## config.mk

```make
export PLATFORM = sky130hd
export DESIGN_NAME = mem_wb_stage
export DESIGN_NICKNAME = d
export VERILOG_FILES = /design/src/rtl/mem_wb_stage.sv
export SDC_FILE = /design/constraint.sdc
export NUM_CORES = 1
export LEC_CHECK = 0
export CAP_MARGIN = 20
export CORE_ASPECT_RATIO = 1.1
export CORE_MARGIN = 2
export CORE_UTILIZATION = 35
export CTS_CLUSTER_DIAMETER = 120
export DETAILED_ROUTE_END_ITERATION = 12
export GPL_TIMING_DRIVEN = 0
export HOLD_SLACK_MARGIN = 0.1
export PLACE_DENSITY = 0.72
export SLEW_MARGIN = 30
export SYNTH_ARGS = -nofsm -noshare
export SYNTH_HDL_FRONTEND = slang
export SYNTH_SLANG_ARGS = --single-unit
export TNS_END_PERCENT = 1
```

## constraint.sdc

```tcl
create_clock -name clk -period 6.4 [get_ports clk]
set_input_delay 1.6 -clock clk [delete_from_list [all_inputs] [get_ports clk]]
set_output_delay 1.6 -clock clk [all_outputs]
set_load 0.005 [all_outputs]
```

## src/rtl/mem_wb_stage.sv

```systemverilog
// MEM stage and MEM/WB pipeline register: issues loads/stores to a variable-latency
// data memory, stalls upstream while an access is outstanding, then registers WB signals.
module mem_wb_stage #(
  parameter int DATA_W  = 32,
  parameter int TIMEOUT = 255
) (
  input  logic              clk,
  input  logic              reset,
  input  logic [1:0]        MEM_M,
  input  logic [1:0]        WB_M,
  input  logic [DATA_W-1:0] ALUOut_M,
  input  logic [DATA_W-1:0] WriteData_M,
  input  logic [4:0]        WriteReg_M,
  output logic              dmem_req_valid,
  input  logic              dmem_req_ready,
  output logic              dmem_we,
  output logic [DATA_W-1:0] dmem_addr,
  output logic [DATA_W-1:0] dmem_wdata,
  input  logic              dmem_rsp_valid,
  input  logic [DATA_W-1:0] dmem_rdata,
  output logic              stall_M,
  output logic [1:0]        WB_W,
  output logic [DATA_W-1:0] ReadData_W,
  output logic [DATA_W-1:0] ALUOut_W,
  output logic [4:0]        WriteReg_W,
  output logic              misalign_exc,
  output logic              bus_err,
  output logic [1:0]        fsm_state
);

  // Request channel: a request transfers on a cycle where dmem_req_valid and
  // dmem_req_ready are both 1; once raised, valid and addr/we/wdata stay stable
  // until that transfer. The response channel has no ready: dmem_rsp_valid is
  // honoured only while waiting and marks completion of loads and stores alike.

  typedef enum logic [1:0] {
    IDLE = 2'd0,
    REQ  = 2'd1,
    WAIT = 2'd2,
    DONE = 2'd3
  } state_t;

  localparam logic [7:0] TIMEOUT_CNT = 8'(TIMEOUT);

  state_t            state;
  state_t            state_nxt;
  logic [7:0]        cnt;
  logic              timed_out;
  logic [DATA_W-1:0] hold;
  logic              mem_op;
  logic              illegal;
  logic              req;
  logic              stall;
  logic              rsp_take;
  logic              to_hit;

  assign mem_op  = MEM_M[1] ^ MEM_M[0];
  assign illegal = (MEM_M[1] & MEM_M[0]) | (mem_op & (ALUOut_M[1:0] != 2'b00));

  always_comb begin
    state_nxt = state;
    req       = 1'b0;
    stall     = 1'b0;
    rsp_take  = 1'b0;
    to_hit    = 1'b0;
    case (state)
      IDLE: begin
        if (mem_op && !illegal) begin
          req       = 1'b1;
          stall     = 1'b1;
          state_nxt = dmem_req_ready ? WAIT : REQ;
        end
      end
      REQ: begin
        req   = 1'b1;
        stall = 1'b1;
        if (dmem_req_ready) state_nxt = WAIT;
      end
      WAIT: begin
        stall = 1'b1;
        if (dmem_rsp_valid) begin
          rsp_take  = 1'b1;
          state_nxt = DONE;
        end else if (cnt == TIMEOUT_CNT) begin
          to_hit    = 1'b1;
          state_nxt = DONE;
        end
      end
      DONE:    state_nxt = IDLE;
      default: state_nxt = IDLE;
    endcase
  end

  // Reset gates the combinational outputs so an aborted access disappears at once.
  assign dmem_req_valid = req & ~reset;
  assign stall_M        = stall & ~reset;
  assign dmem_we        = MEM_M[0];
  assign dmem_addr      = ALUOut_M;
  assign dmem_wdata     = WriteData_M;
  assign fsm_state      = state;

  always_ff @(posedge clk or posedge reset) begin
    if (reset) begin
      state     <= IDLE;
      cnt       <= 8'd0;
      timed_out <= 1'b0;
      hold      <= '0;
    end else begin
      state <= state_nxt;
      cnt   <= (state == WAIT) ? cnt + 8'd1 : 8'd0;
      if (rsp_take) hold <= dmem_rdata;
      if (to_hit) begin
        timed_out <= 1'b1;
      end else if (state != WAIT && state_nxt == WAIT) begin
        timed_out <= 1'b0;
      end
    end
  end

  // MEM/WB register; DONE has priority since stall is already low there.
  always_ff @(posedge clk or posedge reset) begin
    if (reset) begin
      WB_W         <= 2'b00;
      ReadData_W   <= '0;
      ALUOut_W     <= '0;
      WriteReg_W   <= 5'd0;
      misalign_exc <= 1'b0;
      bus_err      <= 1'b0;
    end else begin
      misalign_exc <= 1'b0;
      bus_err      <= to_hit;
      if (state == DONE) begin
        WB_W       <= timed_out ? 2'b00 : WB_M;
        ReadData_W <= timed_out ? '0 : hold;
        ALUOut_W   <= ALUOut_M;
        WriteReg_W <= WriteReg_M;
      end else if (stall) begin
        WB_W <= 2'b00;
      end else if (illegal) begin
        WB_W         <= 2'b00;
        misalign_exc <= 1'b1;
      end else begin
        WB_W       <= WB_M;
        ALUOut_W   <= ALUOut_M;
        WriteReg_W <= WriteReg_M;
        ReadData_W <= '0;
      end
    end
  end

endmodule

```

# After elaboration in Yosys (flattened, before gate mapping)
# Cells that the tools add are included.
# W data, S select, Z words.
# totals
word_cells,68
reg_bits,116
out_inout_bits,142
inputBits,109
# op_classes
n_mux,34
bitwise_logic,7
eq_ne,8
n_reduce_logical,8
addsub,1
# ops
op,count
$mux W32,7
$mux W2,9
$mux W5,3
$mux W1,11
$add A8 B1 Y8 const B,1
$eq A8 B8 Y1 const B,1
$mux W8,1
$pmux W2 S4,1
$eq A2 B2 Y1 const B,3
$and A1 B1 Y1,4
$ne A2 B1 Y1 const B,2
$pmux W1 S2,2
$reduce_bool A2 Y1,2
$eq A2 B1 Y1 const B,1
$logic_and A1 B1 Y1,2
$logic_not A2 Y1,1
$ne A2 B2 Y1 const B,1
$reduce_and A2 Y1,1
$reduce_or A2 Y1,1
$logic_not A1 Y1,1
$not A1 Y1,1
$or A1 B1 Y1,1
$xor A1 B1 Y1,1

# Depth between registers and ports, before layout
# Gate-level depths: netlist of run 1.
# logic_depth
ltp_word,11
depth_mapped,8
mapped_depth_nobuf,6

# Worst setup path after synthesis of run 1
# Ideal clock, no wire load.
# synth_timing
path_kind,input port to output port
start,input port MEM_M[0]
end,output port stall_M
t_required_ns,4.800
slack_ns,2.342
cell_stages,4
path_buffers,0
arrival_time_ns,2.458
cell_sequence,ha_1 nor4b_4 a21oi_1 nor3_1
# synth_via
elab_chain_len,8
elab_cells_between_ends,9
cone_classes,mux: 2; bitwise: 5; reduce/logical: 2
# synth_lines
item,line,source
start: declaration,9,"input logic [1:0] MEM_M,"
$xor A1 B1 Y1,57,assign mem_op = MEM_M[1] ^ MEM_M[0];
$and A1 B1 Y1,58,assign illegal = (MEM_M[1] & MEM_M[0]) | (mem_op & (ALUOut_M[1:0] != 2'b00));
$or A1 B1 Y1,58,
$logic_not A1 Y1,68,if (mem_op && !illegal) begin
$logic_and A1 B1 Y1 (*),68,
$mux W1 (*),68,
$pmux W1 S2 (*),66,case (state)
$and A1 B1 Y1 (*),96,assign stall_M = stall & ~reset;
end: declaration,21,"output logic stall_M,"
# Every way passes the cells marked *; elsewhere a longest branch is shown, timed or not.

# Worst setup path after layout of run 1
# Ends and elaborated chain as after synthesis.

==> results.txt, run 1 <==
- Setup skew after layout: 0.00626 ns
- # DRC: 0
- Mean Syn Cell Area: 13.7 µm²
- The number of gates resized after CTS was 0.
* Final Max Tran Viols: 0
- Count of antenna-violating nets left after detailed routing: 0
* Setup slack of the critical path after layout: 1.23 ns
* Clock tree buffer depth: 2
- The number of hold-slack violations in the final timing report came to 0.
- Result of the run: completed
- After synthesis, flip-flops and latches occupy 58.2% of the total area.
- The first global-routing pass estimated 19.4 mm of wire.
- Clk Tree Root Cell: clkbuf_16
- Startpoint-to-endpoint class of the critical path: input port to output pin
* Routed wire length: between 10 and 15 mm
- Clock H-tree levels: 4
* Clock sink count: between 100 and 150
- Startpoint class of the critical path: input port
- Fraction of final layout cells sized beyond drive strength 1: between 20 and 30%
- Setup repair after global routing missed its margin: no
- Counting flops with an async set or reset pin after synthesis yields a share of 100%.
- For this run, the total global-route usage over all layers was measured as 16.4%.
- After routing, the total negative slack on setup checks comes to 0 ns.
* Worst Max-Slew Pin Slew: 0.612 ns
- Leaving out filler cells and counting taps, the final layout contains ~800.
- The detailed router finished its first iteration with 133 violations.
* Placeable Area: 13900 µm²
- Net count of the finished layout: between 700 and 800
- At the worst endpoint, the required time is approximately 4.8 ns.
- Chain of cells forming the critical path: clkdlybuf4s50_1, ha_1, nor4b_4, a21oi_1, nor3_1, clkdlybuf4s50_1
* Area of combinational cells with multiple inputs: 1510 µm²
- The number of nets handed over by synthesis was 480.
- Hold repair after CTS inserted 0 buffers.
* Area enclosed by the die boundary: 15200 µm²
- Once placement completed, the tool counted placed cells totaling 771.
- Clock tree from TritonCTS: built
* Maximum fanout along the worst path: 6
- Max-Cap Viols: 0
- Across the whole layout, storage elements account for slightly below 3000 µm².
* Achievable Freq: 0.193 GHz
- The filler cells instantiated in the layout total 1174.
- Post-detail-place hpwl: 9.36 mm
* Cell family with the largest share of critical-path delay: buffers and inverters
- Number of enable flip-flop cells after synthesis: 0
- The largest individual stage delay along the critical path comes from the cell clkdlybuf4s50_1.
- The via count of the first global-routing pass is 3759.
- Number of standard cells after synthesis: 364
- Fin crit period: 5.17 ns
- Bufs and invs on worst path: 2
- Cell Pwr Density: 422 nW/µm²
- In this design, the stage delay of the slowest critical-path cell is 0.53 ns.
* Worst supply voltage drop on vdd: 0.206 mV
- Summing over every cut layer, the via total after detailed routing is roughly 3700.
- Global route total overflow: 0
- The floorplan has 45 rows.
- STA classifies the critical path endpoint as an output pin.
- After detailed routing, the average wire length per cell comes to ~15 µm.
- Most common cell type on the critical path: clkdlybuf4s50_1
* Via-per-instance ratio: 4.57
* Die width: 118 µm
* Prevailing post-synth register cell: dfrtp_1
- At the end of routability-driven placement, the weighted congestion stood at 0.749.
* P_leak: 3.48 nW
- Synthesis-stage register bit count: ~120
- Hold Crit Class: flip-flop to flip-flop
* Share of the clock period used by the worst path after layout: 80.8%
* Die boundary height: 129 µm
- The cell area that synthesis handed to floorplanning was roughly 5000 µm².
- Number of antenna violations at the first check in global routing: 0
* PortBufs: 218
* Relative slew margins: slightly below 60%
- Setup violations remaining at the end of the flow were counted as 0.
- Post-CTS setup repair buffer count: 0
- Clock network latency to the later pin of the worst-skew pair: 0.41 ns
* Area Overhead vs Synth: 59.5%
- Synth unique cells: 31
- YS warnings: 0
- 251 I/O pins were placed.
- For the worst setup path, the data arrival time is 3.57 ns.
* Largest net degree at the start of global routing: 64
- Initial core utilization: 36.0%
- 0 antenna diodes ended up in the layout.
- Post-place setup slack: 1.23 ns
- Post-CTS clock slew at the launch and capture registers of the worst setup and hold paths: 0.05 ns
- TritonCTS created 17 clock buffers.
- 1st-pass router iterations: 4
## cells by family (layout without fill, tap and decap cells)
family                     after synthesis  after routing  synth area share, %
AOI/OAI and AO/OA                       46             46                 7.53
xor gates and xnor gates                 5              5                0.879
adders and majority gates                7              7                 1.76
buffers and inverters                   84            333                 11.5
DFF                                    116            116                 58.2
muxes                                   70             70                 15.8
and+or+nand+nor                         36             36                 4.29
## worst register-to-register path: stages (launching register included)
cell and delay (ns):
dfrtp_1 0.45, inv_1 0.13, ha_1 0.36, nor3_2 0.07, nor2_1 0.45, buf_2 0.36
mux2_2 0.37
## path summary, 6_finish.rpt
check	start	endpoint	slack (ns)	cells after the start
hold reg to reg	cnt[0]	cnt[0]	0.46	1
setup reg to reg	fsm_state[0]	ALUOut_W[21]	4.09	6
setup / recovery	MEM_M[0]	stall_M	1.23	6
max in group asynchronous	reset	WriteReg_W[4]	4.13	3
min in group asynchronous	reset	bus_err	1.65	2
hold / removal	cnt[0]	cnt[0]	0.46	1
## where the power goes
group          internal (mW)  switching (mW)  total [mW]  leakage [nW]
registers               1.05           0.161        1.21          1.44
clock network          0.516           0.301       0.817         0.253
logic                  0.841           0.486        1.33          1.79
## placed cells by master, fill, tap and decap left out, types with 2 or more instances in the layout
cell | Yosys | routed
a21oi_1 | 6 | 6
a22o_1 | 32 | 32
and2_1 | 6 | 6
and4_1 | 2 | 2
buf_1 | 3 | 3
buf_2 | 4 | 4
buf_4 | 65 | 65
clkbuf_1 | 6 | 11
clkbuf_16 | 0 | 17
clkbuf_8 | 0 | 3
clkdlybuf4s50_1 | 0 | 218
clkinv_2 | 0 | 4
dfrtp_1 | 116 | 116
ha_1 | 7 | 7
inv_1 | 5 | 4
mux2_2 | 70 | 70
nand2_1 | 5 | 5
nand3_1 | 2 | 2
nor2_1 | 8 | 8
nor2b_1 | 3 | 3
nor3_1 | 4 | 4
o21ai_0 | 3 | 3
or3_1 | 2 | 2
xnor2_1 | 3 | 3
xor2_1 | 2 | 2
## final cells by class
class | count | share of cell area, %
Sequential cell | 116 | 36.5
Timing Repair Buffer | 219 | 27.8
Clock inverter | 5 | 0.346
Tap cell | 188 | 2.96
Buffer | 79 | 6.96
Multi-Input combinational cell | 164 | 19.0
Clock buffer | 25 | 6.11
Inverter | 5 | 0.331
## cells in the mapped netlist, types with 2 or more instances
library cell	number	area (µm²)
dfrtp_1	116	2900
mux2_2	70	788
buf_4	65	488
a22o_1	32	280
nor2_1	8	30.0
ha_1	7	87.6
a21oi_1	6	30.0
and2_1	6	37.5
clkbuf_1	6	22.5
inv_1	5	18.8
nand2_1	5	18.8
buf_2	4	20.0
nor3_1	4	20.0
buf_1	3	11.3
nor2b_1	3	18.8
o21ai_0	3	15.0
xnor2_1	3	26.3
and4_1	2	17.5
nand3_1	2	10.0
or3_1	2	12.5
xor2_1	2	17.5
## routing by layer
layer  GRT usage (%)  share of wire, %
met3            5.46               6.8
met5               0                 0
met2            29.8                54
met1            17.9                38
met4            6.59               1.5
## registers in the layout, indices dropped and copies added, names as in the netlist
name and cells:
cnt 8, timed_out 1, hold 32, ReadData_W 32
ALUOut_W 32, bus_err 1, fsm_state 2, WriteReg_W 5
WB_W 2, misalign_exc 1
## metrics by stage
stage | utilization [%] | hold WS (ns) | area [µm²] | power, mW
finish | 57.4 | 0.463 | 7950 | 3.35
global placement | 53.4 | 0.449 | 7400 | 2.52
CTS | 57.4 | 0.470 | 7950 | 3.40
detailed placement | 53.7 | 0.462 | 7440 | 2.57
floorplan | - | 0.431 | 4980 | 1.89
global route | 57.4 | 0.485 | 7950 | 3.56
(Power assumes the default switching activity.)
==> inputs of run 2 (changes only) <==
--- a/config.mk
+++ b/config.mk
@@ -13,7 +13,7 @@
 export DETAILED_ROUTE_END_ITERATION = 12
 export GPL_TIMING_DRIVEN = 0
 export HOLD_SLACK_MARGIN = 0.1
-export PLACE_DENSITY = 0.72
+export PLACE_DENSITY = 0.74
 export SLEW_MARGIN = 30
 export SYNTH_ARGS = -nofsm -noshare
 export SYNTH_HDL_FRONTEND = slang
==> constraint.sdc (replaced) <==
create_clock -name clk -period 4.6 [get_ports clk]
set_input_delay 1.15 -clock clk [delete_from_list [all_inputs] [get_ports clk]]
set_output_delay 1.15 -clock clk [all_outputs]
set_load 0.005 [all_outputs]
==> results.txt, run 2 (synthesis results as in run 1) <==
* Final Max Tran Viols: 0 (unchanged)
- The number of rows in the core area came to 45 (unchanged).
- The number of sinks handled by clock tree synthesis came to 116 (unchanged).
- Stage delay of the slowest cell on the critical path: 0.54 ns (about the same)
- The aggregate global routing overflow came to 0 (unchanged).
- The run finished with clean final reports.
* Number of hold-slack violations in the final timing report: 0 (unchanged)
- Setup skew after layout: 0.00456 ns (-0.00170 ns)
* Largest registers: ALUOut_W: 32 flops, ReadData_W: 32 flops, hold: 32 flops
- First DRT Iteration DRCs: 159 (+20%)
* Hold path start: cnt[0]
- The number of port buffers was 218 (unchanged).
- The number of buffers inserted during clock tree synthesis came to 17 (unchanged).
- Max-Cap Viols: 0 (unchanged)
- The number of cells traversed by the worst hold path came to 1 (unchanged).
- The pin count of the biggest net entering global routing came to 63 (-1.6%).
- Clock network latency to the later pin of the worst-skew pair: 0.40 ns (about the same)
- Post-CTS setup repair buffer count: 0 (unchanged)
- Chain of cells forming the critical path: clkdlybuf4s50_1, ha_1, nor4b_4, a21oi_1, nor3_1, clkdlybuf4s50_1
- The data required time of the worst path came to 3.45 ns (-1.35 ns).
- The maximum clock path buffer count was 2 (unchanged).
- Initial core utilization: 36.0% (unchanged)
- Highest-count cells in the layout ignoring fill and taps: clkdlybuf4s50_1, dfrtp_1, mux2_2, buf_4, a22o_1
* Final RePlAce weighted congestion: 0.734 (-2.0%)
- The power density over cell area is 593 nW/µm² (+41%).
* Area enclosed by the die boundary: 15200 µm² (unchanged)
- Cts-stage hold buffer count: 0 (unchanged)
- Depth of the worst register-to-register path: 7 (+1)
* Wirelength per Cell: 15.4 µm (-0.84%)
* Setup repair after global routing missed its margin: no
- The post-layout net count came to 718 (unchanged).
- After layout, the minimum clock period comes to approximately 4.2 ns.
* Number of global-route vias before repair: 3704 (-1.5%)
- STA classifies the critical path startpoint as an input port.
- By instance count, the cell type seen most on the critical path is clkdlybuf4s50_1.
* Post-CTS clock slew at the launch and capture registers of the worst setup and hold paths: 0.05 ns (about the same)
* Post-place setup slack: 0.360 ns (-0.871 ns)
* Worst supply voltage drop on vdd: 0.302 mV (+47%)
- The share of layout cells above drive strength 1 was 28.0% (+0.25 points).
* Die boundary height: 129 µm (unchanged)
- Post-detail-place hpwl: 9.29 mm (-0.83%)
* Die width: 118 µm (unchanged)
* Startpoint-to-endpoint class of the critical path: input port to output pin
- The largest individual stage delay along the critical path comes from the cell clkdlybuf4s50_1.
- P_leak: 3.50 nW (+0.40%)
- # DRC: 0 (unchanged)
- The number of antenna cells inserted is 0 (unchanged).
- The via total after detailed routing is 3636 (-0.71%).
- The startpoint identified for the worst register-to-register timing path is fsm_state[0].
- Relative to the synthesized area, the layout overhead comes to 60.1%.
- The global-route wire length before repair was 19.0 mm (-2.0%).
- Setup Viol. Count Final: 0 (unchanged)
- Overall track demand over capacity in global routing: 16.2% (-0.24 points)
- The tree is rooted in a clkbuf_16.
- The transition time at the pin with the least slew margin was 0.625 ns (+0.0136 ns).
- Routed wire length: 12.3 mm (-1.1%)
- The worst path uses between 90% and 100% of the clock period.
- The worst hold path terminates at cnt[0].
- Hold Crit Class: flip-flop to flip-flop
- The library cell used most frequently in the layout, excluding fill and tap cells, is clkdlybuf4s50_1.
- The arrival time of data at the critical path endpoint came to 3.09 ns (-0.48 ns).
- Via-per-instance ratio: 4.55 (-0.46%)
- The top-level I/O count was 251 (unchanged).
- Worst R2R Setup Slack: 2.25 ns (-1.84 ns)
- The residual antenna-violating net count after detailed routing came to 0 (unchanged).
* Number of instances resized during post-cts repair: 0 (unchanged)
* Total power after layout: 4.73 mW (+41%)
* Terminus of the critical flop-to-flop path: ALUOut_W[2]
- Clock H-tree levels: 4 (unchanged)
* Category of the worst setup path capture point: output pin
- TritonCTS built the clock tree.
- The first-pass iteration count of the detailed router came to 4 (unchanged).
- Number of antenna violations at the first check in global routing: 0 (unchanged)
- The maximum fanout along the worst path is 6 (unchanged).
- The headroom to the max-slew limit is 58.2% (-1.1 points).
* Achievable Freq: 0.236 GHz
- Setup slack of the critical path after layout: 0.362 ns (-0.868 ns)
- Placeable Area: 13900 µm² (unchanged)
* Setup TNS Final: 0 ns (unchanged)
-- run 2: changes by cell type in the layout (fill, tap and decap cells not counted), sizes merged --
cell    previous run  this run
clkbuf            31        29
bufinv             0         1
clkinv             4         3
-- run 2: routing by layer --
metal | global-route usage [%] | part of all wire [%]
met3 | 5.85 | 6.8
met5 | 0 | 0
met2 | 28.8 | 54
met1 | 17.5 | 37
met4 | 7.23 | 1.7
-- run 2: how the worst max path moves through the flow --
| stage | from | end | slack [ns] | depth (start not counted) |
|---|---|---|---|---|
| 3_3_place_gp | reset | ALUOut_W[26] | -1.25 | 2 |
| 6_report | MEM_M[0] | stall_M | 0.36 | 6 |
| 5_1_grt | MEM_M[0] | stall_M | 0.26 | 6 |
| 3_5_place_dp | MEM_M[0] | stall_M | 0.36 | 6 |
| 4_1_cts | MEM_M[0] | stall_M | 0.37 | 6 |
| 2_1_floorplan | reset | ALUOut_W[0] | 0.38 | 1 |
-- run 2: report_power, final --
part	total [mW]	internal (mW)	leakage, nW	switching [mW]
combinational	1.85	1.17	1.79	0.681
clock	1.20	0.782	0.267	0.418
sequential	1.68	1.46	1.44	0.221
total	4.73	3.41	3.50	1.32
-- run 2: layout make-up --
class	instances	area [µm²]
Clock inverter	5	52.6
Tap cell	188	235
Clock buffer	23	488
Buffer	79	553
Sequential cell	116	2900
Fill cell	1168	5870
Timing Repair Buffer	219	2210
Inverter	5	26.3
Multi-Input combinational cell	164	1510
-- run 2: per-stage QoR --
step                      cell area, µm²  hold WS, ns  util (%)  instances
after global routing                7980        0.486      57.6        799
after global placement              7400        0.444      53.4        770
final                               7980        0.457      57.6        799
after floorplan                     4980        0.431         -        364
after detailed placement            7440        0.452      53.7        771
after CTS                           7980        0.460      57.6        799
-- run 2: worst max-delay path: cells and delay by family --
kind / cells / cell delay [ns]
and+or+nand+nor: 2 / 0.51
buffers and inverters: 2 / 0.98
adders and majority gates: 1 / 0.33
AOI/OAI and AO/OA: 1 / 0.12
